File: src/rtl/cipher_cfg_loader.sv
// cipher_cfg_loader
//
// Feeds the dual XOR stream cipher its (4*M+2)-bit configuration frame.
// The host delivers the frame as bytes over a valid/ready port (byte 0 holds
// frame bits [7:0], LSB-first). Once the whole frame is buffered, the loader
// drives cfg_en/cfg_i for exactly CFG_BITS contiguous cycles, one frame bit
// per cycle. This lets the cipher's load counter fire on the last bit. While
// shifting, it captures the cipher's outgoing configuration from cfg_o and
// presents it as rb_word.
//
// Ports
//   clk       clock
//   rst       synchronous, active-high reset
//   in_valid  host byte valid
//   in_ready  loader can accept a byte (registered, depends only on state)
//   in_data   host byte
//   cfg_en    cipher config enable, high only while shifting
//   cfg_i     serial frame bit to the cipher, 0 whenever cfg_en is 0
//   cfg_o     serial old-config bit from the cipher
//   busy      high while shifting and in the done cycle
//   done      one-cycle pulse after the last bit has been shifted
//   rb_word   cipher configuration as it was before the most recent load

module cipher_cfg_loader #(
    parameter int M = 32
) (
    input  logic            clk,
    input  logic            rst,
    input  logic            in_valid,
    output logic            in_ready,
    input  logic [7:0]      in_data,
    output logic            cfg_en,
    output logic            cfg_i,
    input  logic            cfg_o,
    output logic            busy,
    output logic            done,
    output logic [4*M+1:0]  rb_word
);

    localparam int CFG_BITS   = 4 * M + 2;
    localparam int NBYTES     = (CFG_BITS + 7) / 8;
    localparam int BUF_W      = NBYTES * 8;
    localparam int BCW        = $clog2(NBYTES);
    localparam int BITW       = $clog2(CFG_BITS);
    localparam int LAST_VALID = CFG_BITS - 8 * (NBYTES - 1);

    // Only the low LAST_VALID bits of the final byte belong to the frame.
    localparam logic [7:0]      LAST_MASK = 8'((1 << LAST_VALID) - 1);
    localparam logic [BCW-1:0]  LAST_BYTE = BCW'(NBYTES - 1);
    localparam logic [BITW-1:0] LAST_BIT  = BITW'(CFG_BITS - 1);

    typedef enum logic [1:0] {
        COLLECT = 2'd0,
        SHIFT   = 2'd1,
        DONE    = 2'd2
    } state_t;

    state_t              state;
    state_t              next_state;
    logic [BCW-1:0]      byte_cnt;
    logic [BITW-1:0]     bit_cnt;
    logic [BUF_W-1:0]    frame_buf;
    logic [CFG_BITS-2:0] rb_shift;
    logic [CFG_BITS-1:0] rb_next;
    logic [BCW+2:0]      byte_base;
    logic [7:0]          byte_in;
    logic                take;
    logic                last_byte;
    logic                last_bit;

    assign take      = in_valid && (state == COLLECT);
    assign last_byte = (byte_cnt == LAST_BYTE);
    assign last_bit  = (bit_cnt == LAST_BIT);
    assign byte_base = {byte_cnt, 3'b000};
    assign byte_in   = last_byte ? (in_data & LAST_MASK) : in_data;

    // The newest cfg_o sample enters at the top. After CFG_BITS shifts, the
    // sample taken in shift cycle k sits at bit k.
    assign rb_next = {cfg_o, rb_shift};

    // The frame buffer always shifts toward bit 0, so the current frame bit
    // is frame_buf[0]. Gating with cfg_en keeps cfg_i at 0 outside SHIFT.
    assign cfg_i = cfg_en & frame_buf[0];

    always_comb begin
        next_state = state;
        case (state)
            COLLECT: if (take && last_byte) next_state = SHIFT;
            SHIFT:   if (last_bit)          next_state = DONE;
            DONE:                           next_state = COLLECT;
            default:                        next_state = COLLECT;
        endcase
    end

    // The handshake and cipher outputs are registered from next_state, so
    // they line up with the state they describe without any decode glitches.
    always_ff @(posedge clk) begin
        if (rst) begin
            state     <= COLLECT;
            in_ready  <= 1'b1;
            cfg_en    <= 1'b0;
            busy      <= 1'b0;
            done      <= 1'b0;
            byte_cnt  <= '0;
            bit_cnt   <= '0;
            frame_buf <= '0;
            rb_shift  <= '0;
            rb_word   <= '0;
        end else begin
            state    <= next_state;
            in_ready <= (next_state == COLLECT);
            cfg_en   <= (next_state == SHIFT);
            busy     <= (next_state != COLLECT);
            done     <= (next_state == DONE);

            if (take) begin
                frame_buf[byte_base +: 8] <= byte_in;
                byte_cnt <= last_byte ? '0 : byte_cnt + 1'b1;
            end

            // The readback word is published on the edge that ends the last
            // shift cycle, so it is already valid while done is high.
            if (state == SHIFT) begin
                frame_buf <= frame_buf >> 1;
                rb_shift  <= rb_next[CFG_BITS-1:1];
                if (last_bit) begin
                    bit_cnt <= '0;
                    rb_word <= rb_next;
                end else begin
                    bit_cnt <= bit_cnt + 1'b1;
                end
            end
        end
    end

endmodule

File: config.mk
export PLATFORM = sky130hd
export DESIGN_NAME = cipher_cfg_loader
export DESIGN_NICKNAME = d
export VERILOG_FILES = /design/src/rtl/cipher_cfg_loader.sv
export SDC_FILE = /design/constraint.sdc
export NUM_CORES = 1
export LEC_CHECK = 0
export BUFFER_PORTS_ARGS = -buffer_cell sky130_fd_sc_hd__buf_2
export CAP_MARGIN = 20
export CELL_PAD_IN_SITES_DETAIL_PLACEMENT = 1
export CELL_PAD_IN_SITES_GLOBAL_PLACEMENT = 1
export CORE_ASPECT_RATIO = 1.2
export CORE_MARGIN = 4
export CORE_UTILIZATION = 40
export CTS_BUF_LIST = sky130_fd_sc_hd__clkbuf_8 sky130_fd_sc_hd__clkbuf_16
export DETAILED_ROUTE_END_ITERATION = 10
export PLACE_DENSITY = 0.74
export SYNTH_ARGS = -nofsm -noshare
export SYNTH_HDL_FRONTEND = slang
export SYNTH_SLANG_ARGS = --single-unit
File: constraint.sdc
create_clock -name clk -period 7.4 [get_ports clk]
set_input_delay 1.85 -clock clk [delete_from_list [all_inputs] [get_ports clk]]
set_output_delay 1.85 -clock clk [all_outputs]
set_load 0.005 [all_outputs]
==> results.ini, run 1 <==
[run_status]
status = finished, final reports clean

[setup_path]
cp_common_cell = ha_1
cp_max_fo = 17
critPathKind = reg2reg
arrival_ns = 4.63
rr_worst_depth = 10
crit_path_end_kind = flip-flop
startpoint_type = flip-flop
cpPeakStageDelay_ns = 0.70
critPathBufInv = 1
path_cells = inv_1, ha_1, nand2b_1, nor2_1, ha_1, or3b_1, nor3_1, nand2_1, and3_1, a211o_1
path_delay_family = simple AND/OR/NAND/NOR gates
crit_slowest_cell = dfxtp_1
rrSetupSlack_ns = 3.20
cp.depth = 10
reg2reg_from = byte_cnt[0]$_SDFFE_PP0P_
reg2reg_to = frame_buf[45]$_SDFFE_PP0P_
required_ns = 7.83

[layout]
fin_util = 0.471
area_growth_pct = 16.0
multi_input_area_mm2 = 0.00655
final_area_mm2 = 0.0178
antenna_cells = 0
instances_no_fill = 2279
fillers = 4404
drive_gt1_frac = 0.138
ff_latch_area_mm2 = 0.00829
nets = 1787

[sta]
holdWs_ns = 0.456
slew_violations = 0
setup_viol = 0
skew_ns = 0.0216
hold_violations = 0
relSlewSlack = 0.252
max_freq_mhz = 238
fin_crit_sh = 0.568
grt_setup_unrepaired = false
finalSetupTns_ns = 0
fin_crit_ns = 4.20
tightest_slew_ns = 1.12

[placed_design]
placed_area_mm2 = 0.0163
numPortBuffers = 146
placedCellCount = 2201
gp_congestion = 0.915
dp_hpwl_um = 28100

[floorplan]
chipHeight_um = 223
io_pins = 147
rows = 78
dieArea_mm2 = 0.0417
start_util = 0.406
core-area_mm2 = 0.0379
die_w_um = 187

[global_route]
antenna_found_initial = 0
grt_max_degree = 206
track_usage = 0.204
grt_overflow = 0
first_global_vias = 13000
grt_pass1_wl_um = 70800

[worst_hold_path]
hold_class = reg2reg
hold_depth = 2
hp-start = frame_buf[35]$_SDFFE_PP0P_
holdPathEnd = frame_buf[35]$_SDFFE_PP0P_

[clock_network]
cts.clk_slew.worst_paths_ns = 0.06
root_buffer = clkbuf_16
clock-sinks = 414
post_cts_buffers = 0
clkLatencyLatePin_ns = 0.55
htreeDepth = 2
postCtsHoldBufs = 0
max-clock-path-buffers = 3
cts_tree = done
post_cts_resized = 0
cts_buffers = 42

[power]
vdd_ir_drop_max_uv = 149
p_sw_mw = 1.01
power.density_mw_per_mm2 = 258
swShare = 0.219
seq_power_share = 0.486
comb_power_share = 0.032
p_leak_nw = 6.84
cellInternalPower_mw = 3.59
clkPwrFrac = 0.482

[route]
ant_nets = 0
vias = 13000
vias_per_cell = 5.69
wirelength_um = 44300
drcViolationCount = 0
wl_per_cell_um = 19.4
first_pass_iters = 5
drt-initial-drc-count = 967

[logic_synthesis]
avgSynthCellArea_um2 = 9.08
yosys-top-cells-area = dfxtp_1, nand2_1, a22o_1
ys.flop_type = dfxtp_1
yosysSeqAreaShare = 0.539
synth.ff_latch_count = 414
syn_area_mm2 = 0.0154
yosys.area.top_type = dfxtp_1
ys_async_sr_fraction = 0
synth_cells = 1693
synth_common_cells = dfxtp_1, nand2_1, a21oi_1, a22o_1, clkbuf_1
syn_nets = 1713
synth-edff-count = 0
synth.distinct_cells = 64
yosysMostFrequentCell = dfxtp_1
yosys_warnings = 0
yosys.area.top_type_share = 0.539

[flow_run]
maxCapViolCount = 0

sequential cells by signal, summed over array words and instances, names as in the netlist, 2 cells and up:
signal	flops
state	2
bit_cnt	8
frame_buf	136
byte_cnt	5
rb_shift	129
rb_word	130
placed cells by master (no fill, tap or decap), types with 13 or more instances in the layout:
cell type	Yosys	final
a21oi_1	185	184
a221o_1	23	23
a22o_1	132	132
a22oi_1	19	19
a31oi_1	15	15
and3_1	17	17
buf_2	21	145
buf_4	1	16
clkbuf_16	0	43
clkbuf_8	0	13
dfxtp_1	414	414
inv_1	7	16
mux2i_1	30	30
nand2_1	340	340
nand3_1	32	32
nor2_1	61	60
nor3_1	43	43
nor4_1	17	17
o21ai_0	77	77
power by group through the flow:
| stage | clock [mW] | combinational [mW] | sequential, mW |
|---|---|---|---|
| floorplan | 0 | 0.0937 | 2.28 |
| global placement | 0 | 0.140 | 2.29 |
| detailed placement | 0 | 0.142 | 2.29 |
| CTS | 2.27 | 0.143 | 2.24 |
| global route | 2.37 | 0.155 | 2.24 |
| finish | 2.22 | 0.145 | 2.24 |
kinds of logic after synthesis:
| logic type | count (synthesis) | synth area share |
|---|---|---|
| flops | 414 | 0.539 |
| compound gates | 505 | 0.220 |
| buf+inv | 141 | 0.0378 |
| xor+xnor | 11 | 0.00675 |
| fa+ha+maj | 8 | 0.00651 |
| simple gates | 582 | 0.169 |
| mux | 32 | 0.0212 |
worst min-delay path, delay by kind of cell (launching register included):
kind | cells | cell delay, ns
and+or+nand+nor | 1 | 0.05
DFF | 1 | 0.31
AOI/OAI and AO/OA | 1 | 0.05
metal layers:
| metal | vias up | global-route usage | share of wire |
|---|---|---|---|
| li1 | 6183 | - | - |
| met1 | 6408 | 0.255 | 0.43 |
| met2 | 292 | 0.358 | 0.49 |
| met3 | 94 | 0.0338 | 0.046 |
| met4 | 0 | 0.0690 | 0.034 |
| met5 | - | 0 | 0 |
through the flow:
stage          power (mW)  setup WS (ns)
2_1_floorplan        2.38           4.12
3_3_place_gp         2.43           3.06
3_5_place_dp         2.43           2.99
4_1_cts              4.65           3.29
5_1_grt              4.76           2.97
6_report             4.60           3.20
worst max-delay path by stage:
| stage | startpoint | endpoint | slack (ns) |
|---|---|---|---|
| after floorplan | in_valid | frame_buf[64]$_SDFFE_PP0P_ | 4.12 |
| after global placement | rst | rb_word[96]$_SDFFE_PP0P_ | 3.06 |
| after detailed placement | rst | rb_word[0]$_SDFFE_PP0P_ | 2.99 |
| after CTS | byte_cnt[0]$_SDFFE_PP0P_ | frame_buf[45]$_SDFFE_PP0P_ | 3.29 |
| after global routing | byte_cnt[0]$_SDFFE_PP0P_ | frame_buf[45]$_SDFFE_PP0P_ | 2.97 |
| final | byte_cnt[0]$_SDFFE_PP0P_ | frame_buf[45]$_SDFFE_PP0P_ | 3.20 |
area by class of cell:
type	instances	area share
Sequential cell	414	0.465
Multi-Input combinational cell	1138	0.367
Clock buffer	56	0.0704
Timing Repair Buffer	164	0.0507
Tap cell	480	0.0337
Clock inverter	20	0.0118
Inverter	7	0.00147
No activity file was read; power rests on OpenSTA's default activity.
==> run 2, diff against run 1 <==
==> constraint.sdc (replaced) <==
create_clock -name clk -period 3.95 [get_ports clk]
set_input_delay 0.9875 -clock clk [delete_from_list [all_inputs] [get_ports clk]]
set_output_delay 0.9875 -clock clk [all_outputs]
set_load 0.005 [all_outputs]
==> results.ini, run 2 (same netlist as run 1, synthesis figures left out) <==
[layout]
fillers = 4382
final_cell_mix = dfxtp_1, nand2_1, a21oi_1
area_growth_pct = 16.0
top_regs = frame_buf x136, rb_word x130, rb_shift x129
largest-register = frame_buf
final_common_cell = dfxtp_1
antenna_cells = 0
nets = 1800
largest_reg_flops = 136
drive_gt1_frac = 0.143
instances_no_fill = 2287
final_area_mm2 = 0.0178
fin_util = 0.471

[power]
p_leak_nw = 6.85
p_total_mw = 8.38
vdd_ir_drop_max_uv = 287
power.density_mw_per_mm2 = 470

[sta]
worst_slack_ns = 0.404
finalSetupTns_ns = 0
fin_crit_ns = 3.55
skew_ns = 0.0150
tightest_slew_ns = 0.979
slew_violations = 0
fin_crit_sh = 0.898
grt_setup_unrepaired = false
hold_violations = 0
max_freq_mhz = 282
relSlewSlack = 0.348
setup_viol = 0
holdWs_ns = 0.451

[global_route]
first_global_vias = 13200
grt_overflow = 0
grt_pass1_wl_um = 72200
grt_max_degree = 124
antenna_found_initial = 0
track_usage = 0.207

[route]
drcViolationCount = 0
wirelength_um = 44600
first_pass_iters = 5
drt-initial-drc-count = 705
ant_nets = 0
vias_per_cell = 5.68
wl_per_cell_um = 19.5
vias = 13000

[setup_path]
startpoint_type = flip-flop
arrival_ns = 3.95
critPathKind = reg2reg
reg2reg_from = byte_cnt[1]$_SDFFE_PP0P_
crit_path_end_kind = flip-flop
critPathLaunch = byte_cnt[1]$_SDFFE_PP0P_
required_ns = 4.35
cp_max_fo = 12

[placed_design]
placedCellCount = 2216
gp_congestion = 0.955
placed_area_mm2 = 0.0165
numPortBuffers = 146
dp_hpwl_um = 29100
place_ws_ns = 0.490

[worst_hold_path]
hold_class = reg2reg
hp-start = frame_buf[37]$_SDFFE_PP0P_

[floorplan]
rows = 78
die_w_um = 187
io_pins = 147
chipHeight_um = 223
start_util = 0.406
dieArea_mm2 = 0.0417
core-area_mm2 = 0.0379

[clock_network]
htreeDepth = 2
clock-sinks = 414
root_buffer = clkbuf_16
cts_buffers = 42
post_cts_buffers = 0
cts_tree = done
postCtsHoldBufs = 0
clkLatencyLatePin_ns = 0.54
max-clock-path-buffers = 3
post_cts_resized = 0
cts.clk_slew.worst_paths_ns = 0.06

[run_status]
status = finished, final reports clean

[flow_run]
maxCapViolCount = 0

==> run 2: changes by cell type in the layout (fill, tap and decap cells not counted), sizes merged <==
cell	delta
bufinv	-1
inv	-4
clkinv	+6
buf	+13
clkbuf	-6
==> run 2: worst paths after layout <==
check | cells past startpoint | endpoint | slack [ns]
worst min register to register | 2 | frame_buf[37]$_SDFFE_PP0P_ | 0.45
worst max-delay path | 11 | frame_buf[69]$_SDFFE_PP0P_ | 0.40
worst min-delay path | 2 | frame_buf[37]$_SDFFE_PP0P_ | 0.45
worst max register to register | 11 | frame_buf[69]$_SDFFE_PP0P_ | 0.40
==> run 2: metal layers <==
layer	wire, µm	share of wire	up-vias	track usage
li1	-	-	6205	-
met1	19100	0.43	6341	0.260
met2	21600	0.48	329	0.359
met3	2040	0.046	110	0.0335
met4	1830	0.041	0	0.0809
met5	0	0	-	0
==> run 2: report_power, final <==
part           switching (mW)  leakage, nW  internal, mW  total [mW]
logic                   0.220         2.82        0.0627       0.283
registers             0.00664         3.33          4.18        4.19
clock network            1.63        0.697          2.28        3.91
==> run 2: critical path, stage by stage, from the launching register on <==
cell      delay [ns]
dfxtp_1         0.60
inv_1           0.13
ha_1            0.28
nand2b_1        0.18
nor2_1          0.07
ha_1            0.43
or3b_1          0.42
nor3_1          0.27
buf_4           0.20
and3_1          0.47
mux2i_1         0.28
a21oi_1         0.09
==> run 2: layout make-up <==
class                   count  area [µm²]  area share
multi-input cells        1138        6550       0.367
repair buffers            177        1030      0.0578
inverters                   7        26.3     0.00147
clock inverters            21         185      0.0104
well taps                 480         601      0.0337
clock buffers              50        1160      0.0651
flip-flops and latches    414        8290       0.464
==> run 3, diff against run 2 <==
--- a/config.mk
+++ b/config.mk
@@ -12,7 +12,6 @@
 export CORE_ASPECT_RATIO = 1.2
 export CORE_MARGIN = 4
 export CORE_UTILIZATION = 40
-export CTS_BUF_LIST = sky130_fd_sc_hd__clkbuf_8 sky130_fd_sc_hd__clkbuf_16
 export DETAILED_ROUTE_END_ITERATION = 10
 export PLACE_DENSITY = 0.74
 export SYNTH_ARGS = -nofsm -noshare
==> results.ini, run 3 (same netlist as run 1, synthesis figures left out) <==
[sta]
slew_violations = 0
fin_crit_sh = 0.898
grt_setup_unrepaired = false
setup_viol = 0
tightest_slew_ns = 0.976
max_freq_mhz = 282
hold_violations = 0
fin_crit_ns = 3.55
worst_slack_ns = 0.404
relSlewSlack = 0.349
skew_ns = 0.0160
finalSetupTns_ns = 0

[flow_run]
maxCapViolCount = 0

[power]
p_total_mw = 8.40
seq_power_share = 0.499
swShare = 0.221
comb_power_share = 0.034
vdd_ir_drop_max_uv = 287
clkPwrFrac = 0.468
p_sw_mw = 1.86
cellInternalPower_mw = 6.54
power.density_mw_per_mm2 = 471
p_leak_nw = 6.82

[placed_design]
place_ws_ns = 0.490
placed_area_mm2 = 0.0165
numPortBuffers = 146
dp_hpwl_um = 29100
gp_congestion = 0.955

[route]
ant_nets = 0
wirelength_um = 44600
wl_per_cell_um = 19.5
vias_per_cell = 5.67
first_pass_iters = 5
vias = 13000
drcViolationCount = 0
drt-initial-drc-count = 704

[setup_path]
critPathKind = reg2reg
crit_path_end_kind = flip-flop
rrSetupSlack_ns = 0.40
arrival_ns = 3.95
startpoint_type = flip-flop
reg2reg_from = byte_cnt[1]$_SDFFE_PP0P_
critPathLaunch = byte_cnt[1]$_SDFFE_PP0P_
required_ns = 4.35
cp_max_fo = 12

[global_route]
first_global_vias = 13200
grt_pass1_wl_um = 72200
track_usage = 0.207
grt_max_degree = 124
antenna_found_initial = 0
grt_overflow = 0

[run_status]
status = finished, final reports clean

[layout]
fillers = 4382
multi_input_area_mm2 = 0.00655
ff_latch_area_mm2 = 0.00829
final_common_cell = dfxtp_1
top_regs = frame_buf x136, rb_word x130, rb_shift x129
antenna_cells = 0
nets = 1800
final_area_mm2 = 0.0178
largest-register = frame_buf
fin_util = 0.471
drive_gt1_frac = 0.143
largest_reg_flops = 136
area_growth_pct = 16.0
final_cell_mix = dfxtp_1, nand2_1, a21oi_1

[floorplan]
dieArea_mm2 = 0.0417
io_pins = 147
rows = 78
start_util = 0.406
chipHeight_um = 223
core-area_mm2 = 0.0379
die_w_um = 187

[clock_network]
max-clock-path-buffers = 3
clock-sinks = 414
postCtsHoldBufs = 0
root_buffer = clkbuf_16
post_cts_resized = 0
cts.clk_slew.worst_paths_ns = 0.06
cts_buffers = 42
clkLatencyLatePin_ns = 0.54
htreeDepth = 2
cts_tree = done
post_cts_buffers = 0

[worst_hold_path]
hold_class = reg2reg
hp-start = frame_buf[37]$_SDFFE_PP0P_

[run 3: power by group through the flow]
stage          logic, mW  registers [mW]  clock network (mW)
2_1_floorplan      0.176            4.28                   0
3_3_place_gp       0.276            4.28                   0
3_5_place_dp       0.280            4.28                   0
4_1_cts            0.280            4.19                4.04
5_1_grt            0.304            4.19                4.22
6_report           0.283            4.19                3.93
[run 3: per-stage QoR]
step	instances	hold slack [ns]
global placement	2216	0.437
global route	2287	0.482
finish	2287	0.452
detailed placement	2216	0.447
floorplan	1693	0.424
CTS	2287	0.458
[run 3: final timing paths]
path	end	cells past startpoint
setup reg to reg	frame_buf[69]$_SDFFE_PP0P_	11
hold reg to reg	frame_buf[37]$_SDFFE_PP0P_	2
hold / removal	frame_buf[37]$_SDFFE_PP0P_	2
setup / recovery	frame_buf[69]$_SDFFE_PP0P_	11
[run 3: layout make-up]
type	instances	area share
sequential	414	0.464
multi-input combinational	1138	0.367
clock buffer	57	0.0665
timing repair buffer	177	0.0578
tap	480	0.0337
clock inverter	14	0.00891
inverter	7	0.00147
[run 3: per-layer routing]
layer  vias to the layer above  wire [µm]  global-route usage
li1                       6204          -                   -
met1                      6337      19100               0.260
met2                       321      21600               0.359
met3                       104       2050              0.0335
met4                         0       1800              0.0809
met5                         -          0                   0
[run 3: critical path: stages (launching register included)]
cell and delay [ns]:
dfxtp_1 0.60, inv_1 0.13, ha_1 0.28, nand2b_1 0.18
nor2_1 0.07, ha_1 0.43, or3b_1 0.42, nor3_1 0.27
buf_4 0.20, and3_1 0.47, mux2i_1 0.28, a21oi_1 0.09
